==> src/rtl/paddle_control.sv <==
// Paddle controller: erases, moves and redraws a horizontal paddle in response to
// frame ticks, streaming pixel writes to a VGA adapter through a small x/y datapath.
module paddle_control #(
  parameter int          PADDLE_W      = 16,
  parameter int          PADDLE_H      = 2,
  parameter int          STEP          = 2,
  parameter int          X_MAX         = 160,
  parameter int          PADDLE_Y      = 110,
  parameter logic [2:0]  PADDLE_COLOUR = 3'b111
) (
  input  logic       clock,
  input  logic       reset_n,
  input  logic       tick,
  input  logic       move_left,
  input  logic       move_right,
  output logic [7:0] x_out,
  output logic [6:0] y_out,
  output logic       ld_x,
  output logic       ld_y,
  output logic [4:0] counter_x,
  output logic [4:0] counter_y,
  output logic       plot,
  output logic [2:0] colour,
  output logic       busy,
  output logic [7:0] paddle_x
);

  typedef enum logic [2:0] {
    INIT, IDLE, LOAD_ERASE, ERASE, UPDATE, LOAD_DRAW, DRAW
  } state_t;

  typedef enum logic [1:0] {DIR_NONE, DIR_LEFT, DIR_RIGHT} dir_t;

  localparam logic [8:0] X_LIMIT = 9'(X_MAX - PADDLE_W);
  localparam logic [7:0] X_START = 8'((X_MAX - PADDLE_W) / 2);
  localparam logic [8:0] STEP9   = 9'(STEP);
  localparam logic [4:0] CX_LAST = 5'(PADDLE_W - 1);
  localparam logic [4:0] CY_LAST = 5'(PADDLE_H - 1);

  state_t     state, state_next;
  dir_t       dir, dir_next, req_dir;
  logic [7:0] x_next;
  logic [4:0] cx_next, cy_next;
  logic       ld;

  // Clamped target position; 9-bit arithmetic keeps x+STEP from wrapping.
  function automatic logic [7:0] moved(input dir_t d, input logic [7:0] x);
    logic [8:0] wide;
    moved = x;
    wide  = {1'b0, x};
    case (d)
      DIR_LEFT:  moved = (wide >= STEP9) ? 8'(wide - STEP9) : 8'd0;
      DIR_RIGHT: begin
        wide  = wide + STEP9;
        moved = (wide > X_LIMIT) ? X_LIMIT[7:0] : wide[7:0];
      end
      default:   moved = x;
    endcase
  endfunction

  always_comb begin
    req_dir = DIR_NONE;
    if (move_left && !move_right)
      req_dir = DIR_LEFT;
    else if (move_right && !move_left)
      req_dir = DIR_RIGHT;
  end

  always_comb begin
    state_next = state;
    dir_next   = dir;
    x_next     = paddle_x;
    cx_next    = counter_x;
    cy_next    = counter_y;
    case (state)
      INIT:       state_next = LOAD_DRAW;
      IDLE: begin
        if (tick) begin
          dir_next = req_dir;
          if (moved(req_dir, paddle_x) != paddle_x)
            state_next = LOAD_ERASE;
        end
      end
      LOAD_ERASE: state_next = ERASE;
      ERASE, DRAW: begin
        if (counter_x == CX_LAST) begin
          cx_next = 5'd0;
          if (counter_y == CY_LAST) begin
            cy_next    = 5'd0;
            state_next = (state == ERASE) ? UPDATE : IDLE;
          end else begin
            cy_next = counter_y + 5'd1;
          end
        end else begin
          cx_next = counter_x + 5'd1;
        end
      end
      UPDATE: begin
        x_next     = moved(dir, paddle_x);
        state_next = LOAD_DRAW;
      end
      LOAD_DRAW:  state_next = DRAW;
      default:    state_next = INIT;
    endcase
  end

  // Outputs are registered from the next state so they line up with the state they describe.
  always_ff @(posedge clock or negedge reset_n) begin
    if (!reset_n) begin
      state     <= INIT;
      dir       <= DIR_NONE;
      paddle_x  <= X_START;
      counter_x <= 5'd0;
      counter_y <= 5'd0;
      plot      <= 1'b0;
      colour    <= 3'b000;
      ld        <= 1'b1;
      busy      <= 1'b1;
    end else begin
      state     <= state_next;
      dir       <= dir_next;
      paddle_x  <= x_next;
      counter_x <= cx_next;
      counter_y <= cy_next;
      plot      <= (state_next == ERASE) || (state_next == DRAW);
      colour    <= (state_next == DRAW) ? PADDLE_COLOUR : 3'b000;
      ld        <= !((state_next == LOAD_ERASE) || (state_next == LOAD_DRAW));
      busy      <= (state_next != IDLE);
    end
  end

  assign x_out = paddle_x;
  assign y_out = 7'(PADDLE_Y);
  assign ld_x  = ld;
  assign ld_y  = ld;

endmodule
==> config.mk <==
export PLATFORM = sky130hd
export DESIGN_NAME = paddle_control
export DESIGN_NICKNAME = d
export VERILOG_FILES = /design/src/rtl/paddle_control.sv
export SDC_FILE = /design/constraint.sdc
export NUM_CORES = 1
export LEC_CHECK = 0
export CORE_ASPECT_RATIO = 1.5
export CORE_MARGIN = 2
export CORE_UTILIZATION = 35
export CTS_BUF_LIST = sky130_fd_sc_hd__clkbuf_4
export DETAILED_ROUTE_END_ITERATION = 10
export PLACE_DENSITY = 0.64
export SLEW_MARGIN = 20
export SYNTH_ARGS = -nofsm -noshare
export SYNTH_HDL_FRONTEND = slang
export SYNTH_SLANG_ARGS = --single-unit
==> constraint.sdc <==
create_clock -name clock -period 2.55 [get_ports clock]
set_input_delay 0.51 -clock clock [delete_from_list [all_inputs] [get_ports clock]]
set_output_delay 0.51 -clock clock [all_outputs]
set_load 0.005 [all_outputs]
==> results of run 1 <==
-- layer usage --
layer	vias to the layer above	wire [um]
met2	41	2150
met4	0	79
met1	762	1860
met5	-	0
li1	819	-
met3	6	170
-- sequential cells by signal (all words and copies together), names as in the netlist --
| register | count |
|---|---|
| busy | 1 |
| state | 3 |
| plot | 1 |
| paddle_x | 8 |
| counter_x | 5 |
| ld_x | 1 |
| dir | 2 |
| counter_y | 5 |
| colour | 1 |
-- cells by family after synthesis --
group           synth area share (%)
compound gates                  20.2
xor+xnor                        2.24
fa+ha+maj                       6.91
buf+inv                         11.5
flops                           34.8
mux                             3.33
other cells                    0.384
simple gates                    20.6
-- cell type report --
class                      count  area [um2]  share of cell area (%)
inverter                      10        37.5                    1.58
multi-input combinational    156        1070                    44.9
tap                           70        87.6                    3.68
clock buffer                   4        30.0                    1.26
sequential                    27         681                    28.6
timing repair buffer          51         475                    20.0
-- power breakdown --
part / switching (mW) / internal [mW]
sequential: 0.232 / 0.588
combinational: 0.503 / 0.653
clock: 0.122 / 0.0717
-- synth_stat cells, types with 2 or more instances --
master    count
mux2i_1       2
nand3_1       3
o211ai_1      2
ha_1         10
nor3_1        7
conb_1        2
buf_4        18
inv_1        10
o21ai_0       8
nor2b_1       3
o311ai_0      2
nor2_1        8
clkbuf_1      7
o22ai_1       2
o21bai_1      2
dfstp_2       4
a32o_1        2
buf_2         2
or4_1         2
dfrtp_1      23
nand2_1      20
a21o_1        7
xnor2_1       5
nand4b_1      4
nor3b_1       2
o21ai_2       2
a211oi_2      2
or3_1         7
nand2b_1      5
and2_1        2
a21oi_1      10
o31ai_1       2
nand4_1       3
mux2_2        4
or4b_1        2
-- worst min-delay path by stage --
stage                                  start                        to  slack [ps]  depth (start not counted)
finish                    dir[0]$_DFFE_PN0P_        dir[0]$_DFFE_PN0P_         530                          1
global route        counter_x[4]$_DFFE_PN0P_  counter_x[4]$_DFFE_PN0P_         560                          1
CTS                                  reset_n  counter_x[4]$_DFFE_PN0P_         540                          2
detailed placement        dir[0]$_DFFE_PN0P_        dir[0]$_DFFE_PN0P_         500                          1
global placement          dir[0]$_DFFE_PN0P_        dir[0]$_DFFE_PN0P_         490                          1
floorplan                            reset_n       colour[1]$_DFF_PN0_         210                          0
-- stage by stage --
step           power [mW]  setup WS (ps)  std cells  setup TNS [ps]
3_3_place_gp         1.98          -6.21        314           -6.21
2_1_floorplan        1.54            384        222               0
4_1_cts              2.19            212        318               0
6_report             2.17            231        318               0
3_5_place_dp         1.99           -126        314            -443
5_1_grt              2.37           2.58        318               0
==> impl_metrics.csv, run 1 <==
group,metric,value,unit
run_status,status,"complete, no violations",
layout,drive_gt1_share,12.9,%
global_route,grt_use_met1,17.9,%
synthesis,ys_ff_latch,27,
timing,fin_hold_ws,532,ps
setup_path,path_max_fanout,5,
synthesis,synth_seq_area_share,34.8,%
clock_network,ctsRootBufferMaster,"clkbuf_4",
global_route,antenna_found_initial,0,
floorplanning,ios,45,
floorplanning,rows,33,
clock_network,clockBufferDepth,2,
timing,grt_setup_unrepaired,"false",
synthesis,synth_cell_type_count,56,
floorplanning,fp.dieH,95.5,um
pwr,leakage,0.989,nW
clock_network,clkSinkCount,27,
setup_path,rr_worst_depth,8,
global_route,grt_pass1_wl,7360,um
routing,routed_wl,4250,um
timing,worst_pin_slew,498,ps
timing,finalClockSkew,2.16,ps
clock_network,cts_resized,0,
setup_path,slowest_stage,"clkdlybuf4s50_1",
global_route,overflow,0,
hold_path,worstHoldPathType,"flop to flop",
setup_path,required,2820,ps
setup_path,worstPathArrival,2590,ps
layout,fin_area,0.00238,mm2
timing,finalSetupViolations,0,
timing,fin_crit,2320,ps
clock_network,cts_setup_buffers,0,
synthesis,synthTopCellsByArea,"dfrtp_1 (29%), buf_4 (6.9%), ha_1 (6.4%)",
clock_network,numCtsBuffers,3,
layout,mostFrequentLayoutCell,"clkdlybuf4s50_1",
routing,drc,0,
global_route,top_usage_layer,"met2",
floorplanning,start_util,36.1,%
pwr,ir_drop,507,uV
setup_path,path_buf_inv,2,
clock_network,worst_skew_pair.late_latency,310,ps
setup_path,start_kind,"input port",
setup_path,crit_chain,"clkdlybuf4s50_1 -> inv_1 -> ha_1 -> nor3_1 -> a21oi_1 -> a2111oi_0 -> nand2_1 -> a211oi_2 -> o22a_1",
global_route,grt_max_degree,28,
synthesis,synth-edff-count,0,
run,drv_cap,0,
synthesis,async_flop_share,100,%
setup_path,cpPeakStageDelay,470,ps
timing,fmaxAchievable,431,MHz
synthesis,synth_top_area_cell,"dfrtp_1",
routing,vias,1628,
synthesis,synth_top_area_share,29.4,%
setup_path,rr_startpoint,"paddle_x[1]$_DFFE_PN0P_",
floorplanning,core,0.00541,mm2
setup_path,critical_path_class,"input port to flop",
global_route,grt_pass1_vias,1582,
global_route,use_met2,27.1,%
setup_path,cp.depth,9,
setup_path,r2r_setup_slack,270,ps
setup_path,crit_end,"ld_x$_DFF_PN1_",
synthesis,syn_inst,217,
layout,area_growth,21.8,%
routing,route.antenna.remaining_nets,0,
global_route,met3_usage,1.06,%
synthesis,netlist_area,0.00195,mm2
timing,finalCritPeriodShare,91.0,%
layout,nFillCells,525,
layout,fin_util,44.0,%
placed_design,io_buffers,37,
layout,most-common-layout-cells,"clkdlybuf4s50_1 (37), dfrtp_1 (23), nand2_1 (20), buf_4 (14)",
placed_design,hpwl,3200,um
routing,wl_per_cell,13.4,um
setup_path,crit_start,"move_left",
clock_network,hold_buffers,0,
routing,drtPass1Iterations,4,
clock_network,cts_tree,"done",
setup_path,worstReg2RegEnd,"ld_x$_DFF_PN1_",
setup_path,endpoint_kind,"flop",
routing,drt_first_iter_violations,78,
floorplanning,die_area,0.00621,mm2
synthesis,synthFlopType,"dfrtp_1",
routing,detail_route.vias_per_cell,5.12,
clock_network,htreeDepth,1,
layout,final_nets,264,
clock_network,clkTransAtPathRegs,140,ps
pwr,powerDensity,912,mW/mm2
global_route,track_usage,14.7,%
timing,finalHoldViolations,0,
synthesis,ys_warn_count,0,
layout,diodes,0,
timing,drv_slew,0,
setup_path,crit_family,"compound AO/OA/AOI/OAI gates",
timing,relSlewSlack,66.4,%
placed_design,postPlaceCellArea,0.00235,mm2
placed_design,gp_congestion,0.816,
synthesis,synth_area_per_cell,9.01,um2
floorplanning,dieWidth,65.0,um
(Power assumes the default switching activity.)
==> inputs of run 2 (changes only) <==
ABC_AREA = 1   (was default)
CELL_PAD_IN_SITES_DETAIL_PLACEMENT = 2   (was default)
CELL_PAD_IN_SITES_GLOBAL_PLACEMENT = 2   (was default)
CORE_UTILIZATION = 29   (was 35)
PLACE_DENSITY = 0.87   (was 0.64)
==> run 2 against run 1 <==
Sequential share of layout area down 0.35 points. Synthesized area up 2.2%. Global-route usage up 1.7 points. Flip-flop and latch count unchanged. Wire length up 34%. Non-clock buffer count down 7. Critical path depth up 6. Clock skew up 2.1 ps. Critical path type is now flop to flop.
==> impl_metrics.csv, run 2 <==
group,metric,value,unit
layout,largest_reg_flops,8,
setup_path,path_max_fanout,5,
setup_path,start_kind,"flop",
clock_network,numCtsBuffers,3,
floorplanning,rows,37,
clock_network,hold_buffers,0,
timing,finalCritPeriodShare,89.1,%
layout,final_nets,316,
layout,diodes,0,
synthesis,synthXorXnorAreaFrac,1.75,%
global_route,track_usage,16.4,%
layout,nFillCells,837,
placed_design,io_buffers,37,
synthesis,synthTopCellsByArea,"dfrtp_1 (29%), nand2_1 (11%), inv_1 (7.3%)",
floorplanning,fp.dieH,106,um
synthesis,yosys.area_share.simple,32.6,%
global_route,antenna_found_initial,0,
synthesis,netlist_top_cells_count,"nand2_1 (57), inv_1 (39), nand3_1 (26), dfrtp_1 (23), buf_4 (18)",
global_route,top_usage_layer,"met2",
floorplanning,dieWidth,71.8,um
synthesis,ys_ff_latch,27,
timing,finalClockSkew,4.23,ps
timing,drv_slew,0,
timing,grt_setup_unrepaired,"false",
clock_network,clkSinkCount,27,
routing,drt_first_iter_violations,41,
synthesis,synth_top_area_share,28.8,%
clock_network,cts_tree,"done",
run_status,status,"complete, no violations",
layout,area_growth,20.8,%
placed_design,place_inst,374,
routing,wl_per_cell,15.1,um
global_route,overflow,0,
layout,most-common-layout-cells,"nand2_1 (57), inv_1 (39), clkdlybuf4s50_1 (37), nand3_1 (26), dfrtp_1 (22)",
synthesis,synthMuxAreaShare,0.564,%
timing,fmaxAchievable,440,MHz
synthesis,synth_seq_area_share,34.1,%
synthesis,synth_area_per_cell,7.43,um2
routing,routed_wl,5720,um
synthesis,synthFlopType,"dfrtp_1",
synthesis,syn_inst,269,
run,drv_cap,0,
global_route,met3_usage,1.82,%
timing,finalSetupViolations,0,
synthesis,synth-edff-count,0,
clock_network,ctsRootBufferMaster,"clkbuf_4",
floorplanning,ios,45,
synthesis,yosys.area_share.adder,6.26,%
setup_path,worstPathArrival,2530,ps
floorplanning,core,0.00676,mm2
layout,fin_util,35.7,%
placed_design,hpwl,4680,um
floorplanning,start_util,29.6,%
synthesis,ys_warn_count,0,
synthesis,synth_top_family_by_area,"simple AND/OR/NAND/NOR gates",
synthesis,netlist_area,0.00200,mm2
timing,finalHoldViolations,0,
routing,route.antenna.remaining_nets,0,
routing,detail_route.vias_per_cell,5.02,
clock_network,clkTransAtPathRegs,160,ps
global_route,grt_pass1_wl,10100,um
routing,vias,1899,
clock_network,clockBufferDepth,2,
global_route,use_met2,32.7,%
setup_path,required,2800,ps
global_route,grt_max_degree,28,
pwr,leakage,1.14,nW
hold_path,worstHoldPathType,"flop to flop",
synthesis,synth_top_area_cell,"dfrtp_1",
clock_network,cts_setup_buffers,0,
layout,reg_top3,"paddle_x x8, counter_x x5, counter_y x5",
global_route,grt_pass1_vias,2109,
routing,drtPass1Iterations,4,
clock_network,worst_skew_pair.late_latency,320,ps
layout,instances_no_fill,378,
setup_path,critical_path_class,"flop to flop",
placed_design,gp_congestion,0.861,
clock_network,htreeDepth,1,
layout,registers.top_by_ff_count,"paddle_x",
synthesis,synth_compound_area_share,9.02,%
timing,tns,0,ps
synthesis,async_flop_share,100,%
global_route,grt_use_met1,18.0,%
setup_path,endpoint_kind,"flop",
layout,drive_gt1_share,12.7,%
pwr,powerDensity,271,mW/mm2
pwr,ir_drop,157,uV
routing,drc,0,
synthesis,synth.most_common_cell,"nand2_1",
layout,mostFrequentLayoutCell,"nand2_1",
synthesis,synth_cell_type_count,32,
timing,fin_crit,2270,ps
floorplanning,die_area,0.00758,mm2
==> run 2: cell count changes after synthesis, moves of 4 or more <==
cell      change
nor2_1        +7
nand4b_1      -4
xnor2_1       -4
nand2_1      +37
nand3_2       +8
a21o_1        -7
nand2b_1      -5
inv_1        +29
clkbuf_1      -5
or3_1         -7
nand3_1      +23
nand2_2       +6
nand4_1       +4
==> run 2: metrics by stage <==
| stage | area (um2) | worst slack [ps] | hold WS (ps) | power, mW |
|---|---|---|---|---|
| 3_3_place_gp | 2380 | 138 | 471 | 0.469 |
| 4_1_cts | 2410 | 215 | 547 | 0.672 |
| 3_5_place_dp | 2380 | 66.5 | 508 | 0.470 |
| 2_1_floorplan | 2020 | 519 | 214 | 0.456 |
| 5_1_grt | 2410 | 12.0 | 544 | 0.696 |
| 6_report | 2410 | 278 | 538 | 0.653 |
==> run 2: worst max-delay path, stage by stage, from the launching register on <==
cell	delay, ps
dfrtp_1	470
inv_1	110
ha_1	220
inv_1	60
nor2_1	240
nand3_1	210
nand4_4	150
nand2_1	50
nand2_1	60
nand2_1	70
nor2_2	120
nand3_2	100
nand2_1	70
nand2_1	70
nand2_1	100
nand4_1	100
==> run 2: worst paths after layout <==
path | from | end | slack [ps] | cells after the start
min in group asynchronous | reset_n | paddle_x[0]$_DFFE_PN0P_ | 550 | 2
max reg2reg | paddle_x[1]$_DFFE_PN0P_ | busy$_DFF_PN1_ | 280 | 15
max | paddle_x[1]$_DFFE_PN0P_ | busy$_DFF_PN1_ | 280 | 15
min | counter_y[3]$_DFFE_PN0P_ | counter_y[3]$_DFFE_PN0P_ | 540 | 1
max in group asynchronous | reset_n | paddle_x[6]$_DFFE_PN1P_ | 1680 | 2
min reg2reg | counter_y[3]$_DFFE_PN0P_ | counter_y[3]$_DFFE_PN0P_ | 540 | 1
==> run 2: power by group <==
part,total [mW],switching (mW),leakage (nW),internal [mW]
logic,0.0322,0.0216,0.803,0.0106
clock network,0.192,0.133,0.0177,0.0587
registers,0.429,0,0.322,0.429
==> run 2: logic make-up after synthesis <==
family          Yosys count
simple gates            131
buf+inv                  63
compound gates           31
flops                    27
fa+ha+maj                10
xor+xnor                  4
other cells               2
mux                       1
==> run 2: final cells by class <==
cell class / instances / area (um2) / share of cell area [%]
clock inverter: 1 / 5.00 / 0.207
inverter: 41 / 154 / 6.38
timing repair buffer: 44 / 423 / 17.5
clock buffer: 3 / 22.5 / 0.933
multi-input combinational: 184 / 1030 / 42.7
tap: 78 / 97.6 / 4.04
sequential: 27 / 682 / 28.3
==> run 2: layer usage <==
metal	part of all wire [%]	vias to the layer above	wire [um]
met5	0	-	0
met3	2.5	4	143
li1	-	912	-
met1	40	952	2280
met4	0.89	0	51
met2	57	31	3250
==> run 2: repair_timing <==
| action | 4_1_cts | 5_1_grt |
|---|---|---|
| endpoints found under the setup margin | 0 | 2 |
| resized for setup | 0 | 1 |
| hold endpoints to repair | 0 | 0 |
==> inputs of run 3 (changes only) <==
MAX_ROUTING_LAYER = met4   (was default)
==> run 3 against run 2 <==
Sequential share of layout area stayed put. Highest routed layer unchanged. Critical endpoint unchanged. Design area unchanged. Combinational power about the same. Clock power barely moved. Largest power group unchanged. Final cell count is the same. Worst setup slack barely moved.
==> impl_metrics.csv, run 3 (synthesis gave the netlist of run 2 again) <==
group,metric,value,unit
run_status,status,"complete, no violations",
timing,tns,0,ps
timing,fin_crit,2270,ps
global_route,grt_max_degree,28,
placed_design,io_buffers,37,
floorplanning,rows,37,
floorplanning,core,0.00676,mm2
setup_path,start_kind,"flop",
routing,route.antenna.remaining_nets,0,
timing,drv_slew,0,
timing,finalClockSkew,4.17,ps
global_route,track_usage,16.8,%
setup_path,path_max_fanout,5,
routing,detail_route.vias_per_cell,5.02,
routing,wl_per_cell,15.1,um
routing,vias,1899,
clock_network,cts_tree,"done",
floorplanning,start_util,29.6,%
clock_network,clockBufferDepth,2,
layout,largest_reg_flops,8,
pwr,leakage,1.14,nW
global_route,overflow,0,
routing,drc,0,
floorplanning,die_area,0.00758,mm2
setup_path,worstPathArrival,2530,ps
setup_path,critical_path_class,"flop to flop",
pwr,ir_drop,157,uV
layout,area_growth,20.8,%
layout,drive_gt1_share,12.7,%
global_route,grt_pass1_vias,2110,
layout,registers.top_by_ff_count,"paddle_x",
floorplanning,fp.dieH,106,um
timing,finalSetupViolations,0,
layout,most-common-layout-cells,"nand2_1 (57), inv_1 (39), clkdlybuf4s50_1 (37), nand3_1 (26), dfrtp_1 (22)",
placed_design,place_ws,66.5,ps
clock_network,clkTransAtPathRegs,160,ps
timing,setup_ws,278,ps
layout,reg_top3,"paddle_x x8, counter_x x5, counter_y x5",
timing,fmaxAchievable,440,MHz
clock_network,clkSinkCount,27,
clock_network,worst_skew_pair.late_latency,320,ps
placed_design,postPlaceCellArea,0.00238,mm2
clock_network,cts_setup_buffers,0,
setup_path,required,2800,ps
timing,finalCritPeriodShare,89.1,%
layout,diodes,0,
routing,drt_first_iter_violations,41,
layout,fin_area,0.00241,mm2
layout,final_nets,316,
routing,drtPass1Iterations,4,
floorplanning,dieWidth,71.8,um
placed_design,gp_congestion,0.875,
timing,grt_setup_unrepaired,"false",
timing,finalHoldViolations,0,
clock_network,ctsRootBufferMaster,"clkbuf_4",
global_route,grt_pass1_wl,10100,um
floorplanning,ios,45,
clock_network,htreeDepth,1,
clock_network,numCtsBuffers,3,
setup_path,endpoint_kind,"flop",
routing,routed_wl,5720,um
global_route,antenna_found_initial,0,
placed_design,hpwl,4680,um
clock_network,hold_buffers,0,
layout,mostFrequentLayoutCell,"nand2_1",
run,drv_cap,0,
clock_network,cts_resized,0,
pwr,powerDensity,271,mW/mm2
hold_path,worstHoldPathType,"flop to flop",
-- run 3: cell counts in the layout (fill, tap and decap cells not counted) --
No cell type changed its count.
-- run 3: area by class of cell --
class / count / area (um2)
multi-input cells: 184 / 1030
clock inverters: 1 / 5.00
well taps: 78 / 97.6
clock buffers: 3 / 22.5
inverters: 41 / 154
fillers: 837 / 4350
flip-flops and latches: 27 / 682
repair buffers: 44 / 423
-- run 3: worst max-delay path, stage by stage (launching register included) --
cell	delay, ps
dfrtp_1	470
inv_1	110
ha_1	220
inv_1	60
nor2_1	240
nand3_1	210
nand4_4	150
nand2_1	50
nand2_1	60
nand2_1	70
nor2_2	120
nand3_2	100
nand2_1	70
nand2_1	70
nand2_1	100
nand4_1	100
-- run 3: metrics by stage --
step	power (mW)	utilization, %	instances	hold WS, ps
final	0.653	35.7	378	538
after global routing	0.696	35.7	378	544
after CTS	0.672	35.7	378	547
after detailed placement	0.470	35.3	374	508
after global placement	0.469	35.3	374	471
after floorplan	0.456	-	274	214
-- run 3: report_power, final --
group	total (mW)	internal [mW]	switching (mW)
logic	0.0322	0.0106	0.0216
registers	0.429	0.429	0
clock network	0.192	0.0587	0.133
total	0.653	0.498	0.155
-- run 3: worst paths after layout --
check,start,to,slack [ps],depth (start not counted)
min in group asynchronous,reset_n,paddle_x[0]$_DFFE_PN0P_,550,2
hold reg to reg,counter_y[3]$_DFFE_PN0P_,counter_y[3]$_DFFE_PN0P_,540,1
setup / recovery,paddle_x[1]$_DFFE_PN0P_,busy$_DFF_PN1_,280,15
setup reg to reg,paddle_x[1]$_DFFE_PN0P_,busy$_DFF_PN1_,280,15
max in group asynchronous,reset_n,paddle_x[6]$_DFFE_PN1P_,1680,2
hold / removal,counter_y[3]$_DFFE_PN0P_,counter_y[3]$_DFFE_PN0P_,540,1
-- run 3: per-layer routing --
| layer | GRT usage (%) | vias to the layer above | wire length [um] |
|---|---|---|---|
| li1 | - | 912 | - |
| met1 | 18.1 | 952 | 2290 |
| met2 | 32.7 | 31 | 3250 |
| met3 | 1.63 | 4 | 135 |
| met4 | 2.83 | 0 | 46 |
| met5 | - | - | 0 |
